`config.mk`:
```
export PLATFORM = sky130hd
export DESIGN_NAME = fetch_prefetch_unit
export DESIGN_NICKNAME = d
export VERILOG_FILES = /design/src/rtl/fetch_prefetch_unit.sv
export SDC_FILE = /design/constraint.sdc
export NUM_CORES = 1
export LEC_CHECK = 0
export ABC_AREA = 1
export BUFFER_PORTS_ARGS = -buffer_cell sky130_fd_sc_hd__buf_4
export CORE_ASPECT_RATIO = 0.6
export CORE_UTILIZATION = 50
export DETAILED_ROUTE_END_ITERATION = 8
export PLACE_DENSITY = 0.7
export SYNTH_ARGS = -nofsm -noshare
export SYNTH_HDL_FRONTEND = slang
export SYNTH_SLANG_ARGS = --single-unit
export TNS_END_PERCENT = 20
```
`constraint.sdc`:
```
create_clock -name clk -period 6.1 [get_ports clk]
set_clock_uncertainty 0.15 [all_clocks]
set_input_delay 1.22 -clock clk [delete_from_list [all_inputs] [get_ports clk]]
set_output_delay 1.22 -clock clk [all_outputs]
set_load 0.01 [all_outputs]
```
`src/rtl/fetch_prefetch_unit.sv`:
```
// ----------------------------------------------------------------------------
// fetch_prefetch_unit
//
// Sequential instruction fetch with a prefetch queue between the instruction
// memory port and decode. At most one memory request is outstanding; a request
// is only issued when the queue has a free slot, so a response always finds
// room. A redirect flushes the queue, loads a new PC and, if a response is
// still owed by memory, parks in DROP until that stale response is discarded.
//
// Parameters
//   ADDR_WIDTH  width of PC / memory address
//   INST_WIDTH  instruction width
//   FIFO_DEPTH  queue entries (power of two, >= 2)
//   PC_RESET    PC after reset
//   PC_INC      PC increment per fetched instruction
//   PC_WRAP     incremented PC >= PC_WRAP wraps to 0
//
// Ports
//   clk, reset      clock, synchronous active-high reset
//   Addr, req_valid fetch address and request-outstanding flag
//   we              memory write enable, tied to 0
//   Data, data_valid memory response
//   system_stall    freezes issue and dequeue (outstanding response still taken)
//   redirect_valid, redirect_pc  flush and PC reload
//   opcode, uop_valid_out, uop_ready  head of queue to decode (valid/ready)
//   uop_pc          head fetch PC, only with FETCH_PC_TAG_EN defined
//
// Build option: `define FETCH_PC_TAG_EN to store the fetch PC with each entry
// and expose it on uop_pc.
// ----------------------------------------------------------------------------
module fetch_prefetch_unit #(
    parameter int unsigned            ADDR_WIDTH = 32,
    parameter int unsigned            INST_WIDTH = 32,
    parameter int unsigned            FIFO_DEPTH = 4,
    parameter logic [ADDR_WIDTH-1:0]  PC_RESET   = '0,
    parameter logic [ADDR_WIDTH-1:0]  PC_INC     = ADDR_WIDTH'(1),
    parameter logic [ADDR_WIDTH-1:0]  PC_WRAP    = ADDR_WIDTH'(256)
) (
    input  logic                  clk,
    input  logic                  reset,
    output logic [ADDR_WIDTH-1:0] Addr,
    input  logic [INST_WIDTH-1:0] Data,
    output logic                  we,
    output logic                  req_valid,
    input  logic                  data_valid,
    input  logic                  system_stall,
    input  logic                  redirect_valid,
    input  logic [ADDR_WIDTH-1:0] redirect_pc,
    output logic [INST_WIDTH-1:0] opcode,
`ifdef FETCH_PC_TAG_EN
    output logic [ADDR_WIDTH-1:0] uop_pc,
`endif
    output logic                  uop_valid_out,
    input  logic                  uop_ready
);

    localparam int unsigned PTR_W = $clog2(FIFO_DEPTH);
    localparam int unsigned CNT_W = PTR_W + 1;
    localparam logic [CNT_W-1:0] DEPTH_C = CNT_W'(FIFO_DEPTH);

    // state | meaning
    // IDLE  | no request outstanding; issue when not stalled and a slot is free
    // REQ   | request outstanding, response will be pushed
    // DROP  | request outstanding after a flush, response will be discarded
    typedef enum logic [1:0] {
        ST_IDLE = 2'd0,
        ST_REQ  = 2'd1,
        ST_DROP = 2'd2
    } state_t;

    state_t                state_q, state_d;
    logic [ADDR_WIDTH-1:0] pc_q, pc_d;
    logic [ADDR_WIDTH-1:0] addr_q, addr_d;
    logic [CNT_W-1:0]      count_q, count_d;
    logic [PTR_W-1:0]      rd_ptr_q, rd_ptr_d;
    logic [PTR_W-1:0]      wr_ptr_q, wr_ptr_d;
    logic [INST_WIDTH-1:0] inst_q [FIFO_DEPTH];
`ifdef FETCH_PC_TAG_EN
    logic [ADDR_WIDTH-1:0] tag_q  [FIFO_DEPTH];
`endif

    logic [ADDR_WIDTH-1:0] pc_inc;
    logic [ADDR_WIDTH-1:0] pc_next;
    logic [CNT_W-1:0]      count_after;
    logic                  pop_ok;
    logic                  push;
    logic                  pop;
    logic                  flush;

    assign pc_inc  = pc_q + PC_INC;
    assign pc_next = (pc_inc >= PC_WRAP) ? '0 : pc_inc;

    assign uop_valid_out = (count_q != '0);
    assign pop_ok        = uop_valid_out && uop_ready && !system_stall;
    // Occupancy after this cycle's push, with a same-cycle pop taken into account.
    assign count_after   = count_q + CNT_W'(1) - CNT_W'(pop_ok);

    always_comb begin
        state_d = state_q;
        pc_d    = pc_q;
        addr_d  = addr_q;
        push    = 1'b0;
        pop     = 1'b0;
        flush   = 1'b0;

        if (redirect_valid) begin
            // Redirect wins over push, pop and issue. A response still owed by
            // memory must be swallowed, hence DROP when it has not arrived yet.
            flush = 1'b1;
            pc_d  = redirect_pc;
            case (state_q)
                ST_REQ:  state_d = data_valid ? ST_IDLE : ST_DROP;
                ST_DROP: state_d = data_valid ? ST_IDLE : ST_DROP;
                default: state_d = ST_IDLE;
            endcase
        end else begin
            pop = pop_ok;
            case (state_q)
                ST_IDLE: begin
                    if (!system_stall && (count_q < DEPTH_C)) begin
                        state_d = ST_REQ;
                        addr_d  = pc_q;
                    end
                end
                ST_REQ: begin
                    if (data_valid) begin
                        push = 1'b1;
                        pc_d = pc_next;
                        if (!system_stall && (count_after < DEPTH_C)) begin
                            addr_d = pc_next;
                        end else begin
                            state_d = ST_IDLE;
                        end
                    end
                end
                ST_DROP: begin
                    if (data_valid) begin
                        state_d = ST_IDLE;
                    end
                end
                default: state_d = ST_IDLE;
            endcase
        end
    end

    always_comb begin
        count_d  = count_q;
        rd_ptr_d = rd_ptr_q;
        wr_ptr_d = wr_ptr_q;
        if (flush) begin
            count_d  = '0;
            rd_ptr_d = '0;
            wr_ptr_d = '0;
        end else begin
            count_d = count_q + CNT_W'(push) - CNT_W'(pop);
            if (push) begin
                wr_ptr_d = wr_ptr_q + PTR_W'(1);
            end
            if (pop) begin
                rd_ptr_d = rd_ptr_q + PTR_W'(1);
            end
        end
    end

    always_ff @(posedge clk) begin
        if (reset) begin
            state_q  <= ST_IDLE;
            pc_q     <= PC_RESET;
            addr_q   <= PC_RESET;
            count_q  <= '0;
            rd_ptr_q <= '0;
            wr_ptr_q <= '0;
        end else begin
            state_q  <= state_d;
            pc_q     <= pc_d;
            addr_q   <= addr_d;
            count_q  <= count_d;
            rd_ptr_q <= rd_ptr_d;
            wr_ptr_q <= wr_ptr_d;
        end
    end

    // Storage needs no reset: entries are only visible through count_q.
    always_ff @(posedge clk) begin
        if (!reset && push) begin
            inst_q[wr_ptr_q] <= Data;
`ifdef FETCH_PC_TAG_EN
            tag_q[wr_ptr_q]  <= pc_q;
`endif
        end
    end

    assign Addr      = addr_q;
    assign we        = 1'b0;
    assign req_valid = (state_q != ST_IDLE);
    assign opcode    = uop_valid_out ? inst_q[rd_ptr_q] : '0;
`ifdef FETCH_PC_TAG_EN
    assign uop_pc    = uop_valid_out ? tag_q[rd_ptr_q] : '0;
`endif

endmodule

```
**After elaboration in Yosys (flattened, before gate mapping)**

Memories as Yosys holds them, arrays and structs flattened. A register that Yosys moved wholly into a read port is not among the register bits.
Cells that the tools add are included.
Widths: inputs -> output; s select.

- Memories: 1
- Output and inout bits: 67
- Word-level logic and storage cells: 71
- Input port bits: 70
- Memory bits (writable): 128
- Flip-flop bits (word level): 73

Memories:

| name | words | width | read ports | clocked after Yosys merged registers in | wr ports | RTL line | source |
|---|---|---|---|---|---|---|---|
| inst_q | 4 | 32 | 1 | 1 | 1 | 77 | `logic [INST_WIDTH-1:0] inst_q [FIFO_DEPTH];` |

- Bitwise operators: 1
- Multiplexer cells: 26
- Reduce and logical (&&, ||, !) cells: 18
- Magnitude comparators: 3
- $add $sub $neg: 7
- Equality and inequality tests: 9

Operator list:

| cell | count |
|---|---|
| $mux 32 | 8 |
| $pmux 32 s2 | 1 |
| $add 32x1->32 const B | 1 |
| $ge 32x9->1 const B | 1 |
| $mux 2 | 9 |
| $ne 3x3->1 const B | 4 |
| $reduce_bool 2->1 | 4 |
| $mux 1 | 7 |
| $lt 3x3->1 const B | 2 |
| $ne 2x2->1 const B | 3 |
| $pmux 2 s3 | 1 |
| $sub 3x1->3 | 2 |
| $logic_and 1x1->1 | 5 |
| $reduce_and 5->1 | 1 |
| $add 2x1->2 const B | 2 |
| $reduce_and 4->1 | 1 |
| $reduce_or 2->1 | 2 |
| $add 3x1->3 | 1 |
| $add 3x1->3 const B | 1 |
| $reduce_bool 3->1 | 1 |
| $eq 2x1->1 const B | 1 |
| $eq 2x2->1 const B | 1 |
| $logic_not 1->1 | 2 |
| $logic_not 2->1 | 1 |
| 2 further kinds | 2 |

**Depth between registers and ports, before layout**

- Depth in word-level cells: 10
- Gate-level depth with buffers: 15
- Gate-level depth less buffers: 14

**Worst setup path before layout**

OpenSTA, ideal clock, no wires.

- Path kind: input port to flip-flop
- Start: in redirect_valid
- End: mem inst_q[0][0], enable pin
- Stages on the path: 4
- Setup time: 421 ps
- Slack: 2402 ps
- Arrival: 3127 ps
- Path buffers: 1
- Data required time: 5529 ps
- Path through: clkbuf_8 nor2_1 nand2_1 nor2_1

- Longest elaborated chain between the ends: 4

Ends and longest elaborated chain:

| what | RTL line | source |
|---|---|---|
| from (decl) | 47 | `input logic redirect_valid,` |
| $mux 1 | 106 | `if (redirect_valid) begin` |
| $logic_and 1x1->1 | 185 | `if (!reset && push) begin` |
| $mux 1 | 185 |  |
| $mux 1 (implied by the code) | 186 | `inst_q[wr_ptr_q] <= Data;` |
| to (decl) | 77 |  |

Every way passes these cells.

==> flow_metrics.tcl <==
set metrics [dict create \
    report.final.slew_viol_count 0 \
    synth_cell_area_um2 9110 \
    cts_buffers 20 \
    cellLeakagePower_nw 4.15 \
    synth_top_cells_by_area "sky130_fd_sc_hd__edfxtp_1, sky130_fd_sc_hd__dfxtp_1, sky130_fd_sc_hd__nor2_1, sky130_fd_sc_hd__nand2_1, sky130_fd_sc_hd__a21oi_1" \
    setup_total_negative_slack_ns 0 \
    cts.repair_timing.setup_buffer_count 0 \
    top_cell_type_by_total_area_after_synthesis "sky130_fd_sc_hd__edfxtp_1" \
    ys_dominant_reg_cell "sky130_fd_sc_hd__edfxtp_1" \
    worst-setup-path-type "reg2out" \
    synthAdderAreaFrac 0.0159 \
    max_freq_mhz 245 \
    synth_seq_area_share 0.587 \
    swShare 0.233 \
    startpoint_kind_of_the_worst_setup_timing_path "flop" \
    first_pass_grt_wire_length_mm 35.9 \
    internal-power_mw 2.25 \
    share_clk_of_total_power 0.421 \
    arrival_time_of_the_worst_setup_path_ns 2.70 \
    ff2ff_path_depth 12 \
    die_span_in_y_um 107 \
    nets 1214 \
    vias 7353 \
    yosys-mux-area-fraction 0 \
    period_minus_slack_ns 4.07 \
    global_route.usage.total 0.243 \
    die_area_um2 18800 \
    grt_antenna_before_repair 0 \
    buffer_ports.inserted 135 \
    hold_class "reg2reg" \
    grt_start_max_net_pins 65 \
    core_area_um2 17500 \
    synth_xor_xnor_area_share 0.00866 \
    power-per-cell-area_nw_per_um2 268 \
    synthesis.instances 1015 \
    whs_path_depth 2 \
    pin_count 137 \
    cts-root-buf "sky130_fd_sc_hd__clkbuf_16" \
    floorplan.die.width_um 176 \
    routed_via_density 5.32 \
    worst_setup_hold_path_clk_slew_ns 0.07 \
    status "finished clean" \
    worst-slew-pin-transition_ns 1.11 \
    start_util 0.522 \
    area.growth.synth_to_final_pct 20.3 \
    seq_power_share 0.513 \
    clk_latency_ns 0.51 \
    worst_r2r_startpoint "state_q[1]" \
    cts-resized-gates 0 \
    route.detailed.wl_per_inst_um 16.2 \
    synth.lib_cells_used.distinct 33 \
    cap_violations 0 \
    cts_num_sinks 203 \
    synth_compound_gate_area_share 0.112 \
    vias_in_the_first_global_route 6849 \
    timing.final.crit_share 0.668 \
    synth_simple_gate_area_frac 0.222 \
    hold_path_end "Addr[19]" \
    required_ns 4.73 \
    setup.worst_path.end_class "output port" \
    drt_first_pass_iters 6 \
    postRouteWirelength_mm 22.4 \
    placementRows 37 \
    synth-seq-cells 203 \
    finalSetupViolations 0 \
    register_to_register_setup_slack_ns 2.45 \
    rsz0062_at_grt "false" \
    dp_hpwl_mm 14.6 \
    gpl.final_weighted_congestion 0.882 \
    remaining_drc_errors 0 \
    hold_violations 0 \
    number_of_synthesized_flops_with_an_enable_pin 128 \
    cts.htree.levels 1 \
    slew-limit-headroom 0.260 \
    post_route_cells_drive_above_1_share 0.183 \
    ant_nets 0 \
    synth_area_per_cell_um2 8.97 \
    cts_tree "done" \
    synth_largest_type_area_fraction 0.422 \
    fillerInstances 1491 \
    reg2reg_to "count_q[2]" \
    drt_iter0_drc 772 \
    antenna_cells_inserted 0 \
    cts_hold_buffers 0 \
    ir_drop_v 0.000220 \
    synth_top_family_by_area "simple AND/OR/NAND/NOR gates" \
    synth-async-reset-ratio 0 \
    critPathMaxFanout 64 \
    clk_path_buf_depth 3 \
    synthesis.yosys.warnings 0 \
    combinationalPowerShare 0.066 \
    synthesis.nets 1096 \
    worst_hold_slack_ns 0.316 \
    globalRoute.totalOverflow 0 \
    hp-start "Addr[19]" \
    switching_power_mw 0.683 \
]
[layer usage]
metal  global-route usage  vias to the layer above  wire length, µm
met5                    0                        -                0
met4               0.0429                        0              238
met3               0.0426                       18             1690
met2                0.334                      255             9030
met1                0.395                     3414            11400
li1                     -                     3666                -
[power groups by stage]
stage	Sequential (mW)	Combinational, mW	Clock (mW)
after global routing	1.51	0.215	1.31
after floorplan	1.53	0.103	0
final	1.51	0.193	1.23
after detailed placement	1.54	0.192	0
after CTS	1.51	0.193	1.25
after global placement	1.54	0.189	0
[synth_stat cells, drive strengths merged, types with 3 or more instances]
| library cell | count |
|---|---|
| nor3 | 3 |
| xnor2 | 3 |
| edfxtp | 128 |
| nand3 | 73 |
| buf | 7 |
| nand2 | 177 |
| inv | 66 |
| xor2 | 6 |
| o21bai | 3 |
| nand3b | 4 |
| nand4 | 22 |
| nor2 | 189 |
| a21oi | 114 |
| clkbuf | 44 |
| o21ai | 85 |
| dfxtp | 75 |
| ha | 10 |
[how the worst max path moves through the flow]
stage | start | slack, ns | end | depth (start not counted)
2_1_floorplan | redirect_valid | 2.40 | inst_q[0][0] | 4
3_3_place_gp | data_valid | 2.27 | count_q[2] | 11
3_5_place_dp | data_valid | 2.23 | count_q[2] | 11
4_1_cts | flop | 2.02 | opcode[15] | 6
5_1_grt | flop | 1.82 | opcode[15] | 6
6_report | flop | 2.03 | opcode[15] | 6
[worst max-delay path, stage by stage, from the launching register on]
cell                       delay, ns
sky130_fd_sc_hd__dfxtp_2        0.67
sky130_fd_sc_hd__buf_4          0.47
sky130_fd_sc_hd__clkinv_1       0.12
sky130_fd_sc_hd__buf_4          0.32
sky130_fd_sc_hd__o21ai_0        0.31
sky130_fd_sc_hd__a21oi_1        0.12
sky130_fd_sc_hd__buf_4          0.17
[placed cells by master (no fill, tap or decap), drive strengths merged, types with 6 or more instances in the layout]
cell type / instances
clkinv: 8
nand3: 73
edfxtp: 128
nand4: 22
nand2: 177
o21ai: 85
inv: 68
a21oi: 114
dfxtp: 75
ha: 10
buf: 147
xor2: 6
clkbuf: 22
nor2: 189
[area by class of cell]
class                           count  area, µm²  share of cell area
Sequential cell                   203       5350               0.488
Multi-Input combinational cell    694       3290               0.301
Timing Repair Buffer              147       1100               0.101
Clock buffer                       22        539              0.0492
Tap cell                          234        293              0.0267
Inverter                           67        251              0.0230
Clock inverter                     14        131              0.0120
[stage by stage]
stage,power (mW),std cells,setup slack [ns],util,instance area (µm²)
6_report,2.93,1381,2.03,0.628,11000
5_1_grt,3.03,1381,1.82,0.628,11000
4_1_cts,2.95,1381,2.02,0.628,11000
3_5_place_dp,1.73,1345,2.23,0.589,10300
3_3_place_gp,1.72,1345,2.27,0.589,10300
2_1_floorplan,1.64,1015,2.40,-,9110
[state kept, by name, summed over array words and instances (netlist names), named ones only]
register / flops
inst_q: 128
Addr: 32
pc_q: 32
count_q: 3
rd_ptr_q: 2
state_q: 2
wr_ptr_q: 2
[kinds of logic after synthesis]
group | Yosys count
AND/OR/NAND/NOR | 471
flip-flops | 203
AO/OA/AOI/OAI | 202
buffers and inverters | 118
adder cells (fa/ha/maj) | 11
XOR/XNOR | 9
other | 1
Power figures use the tool's default switching activity.
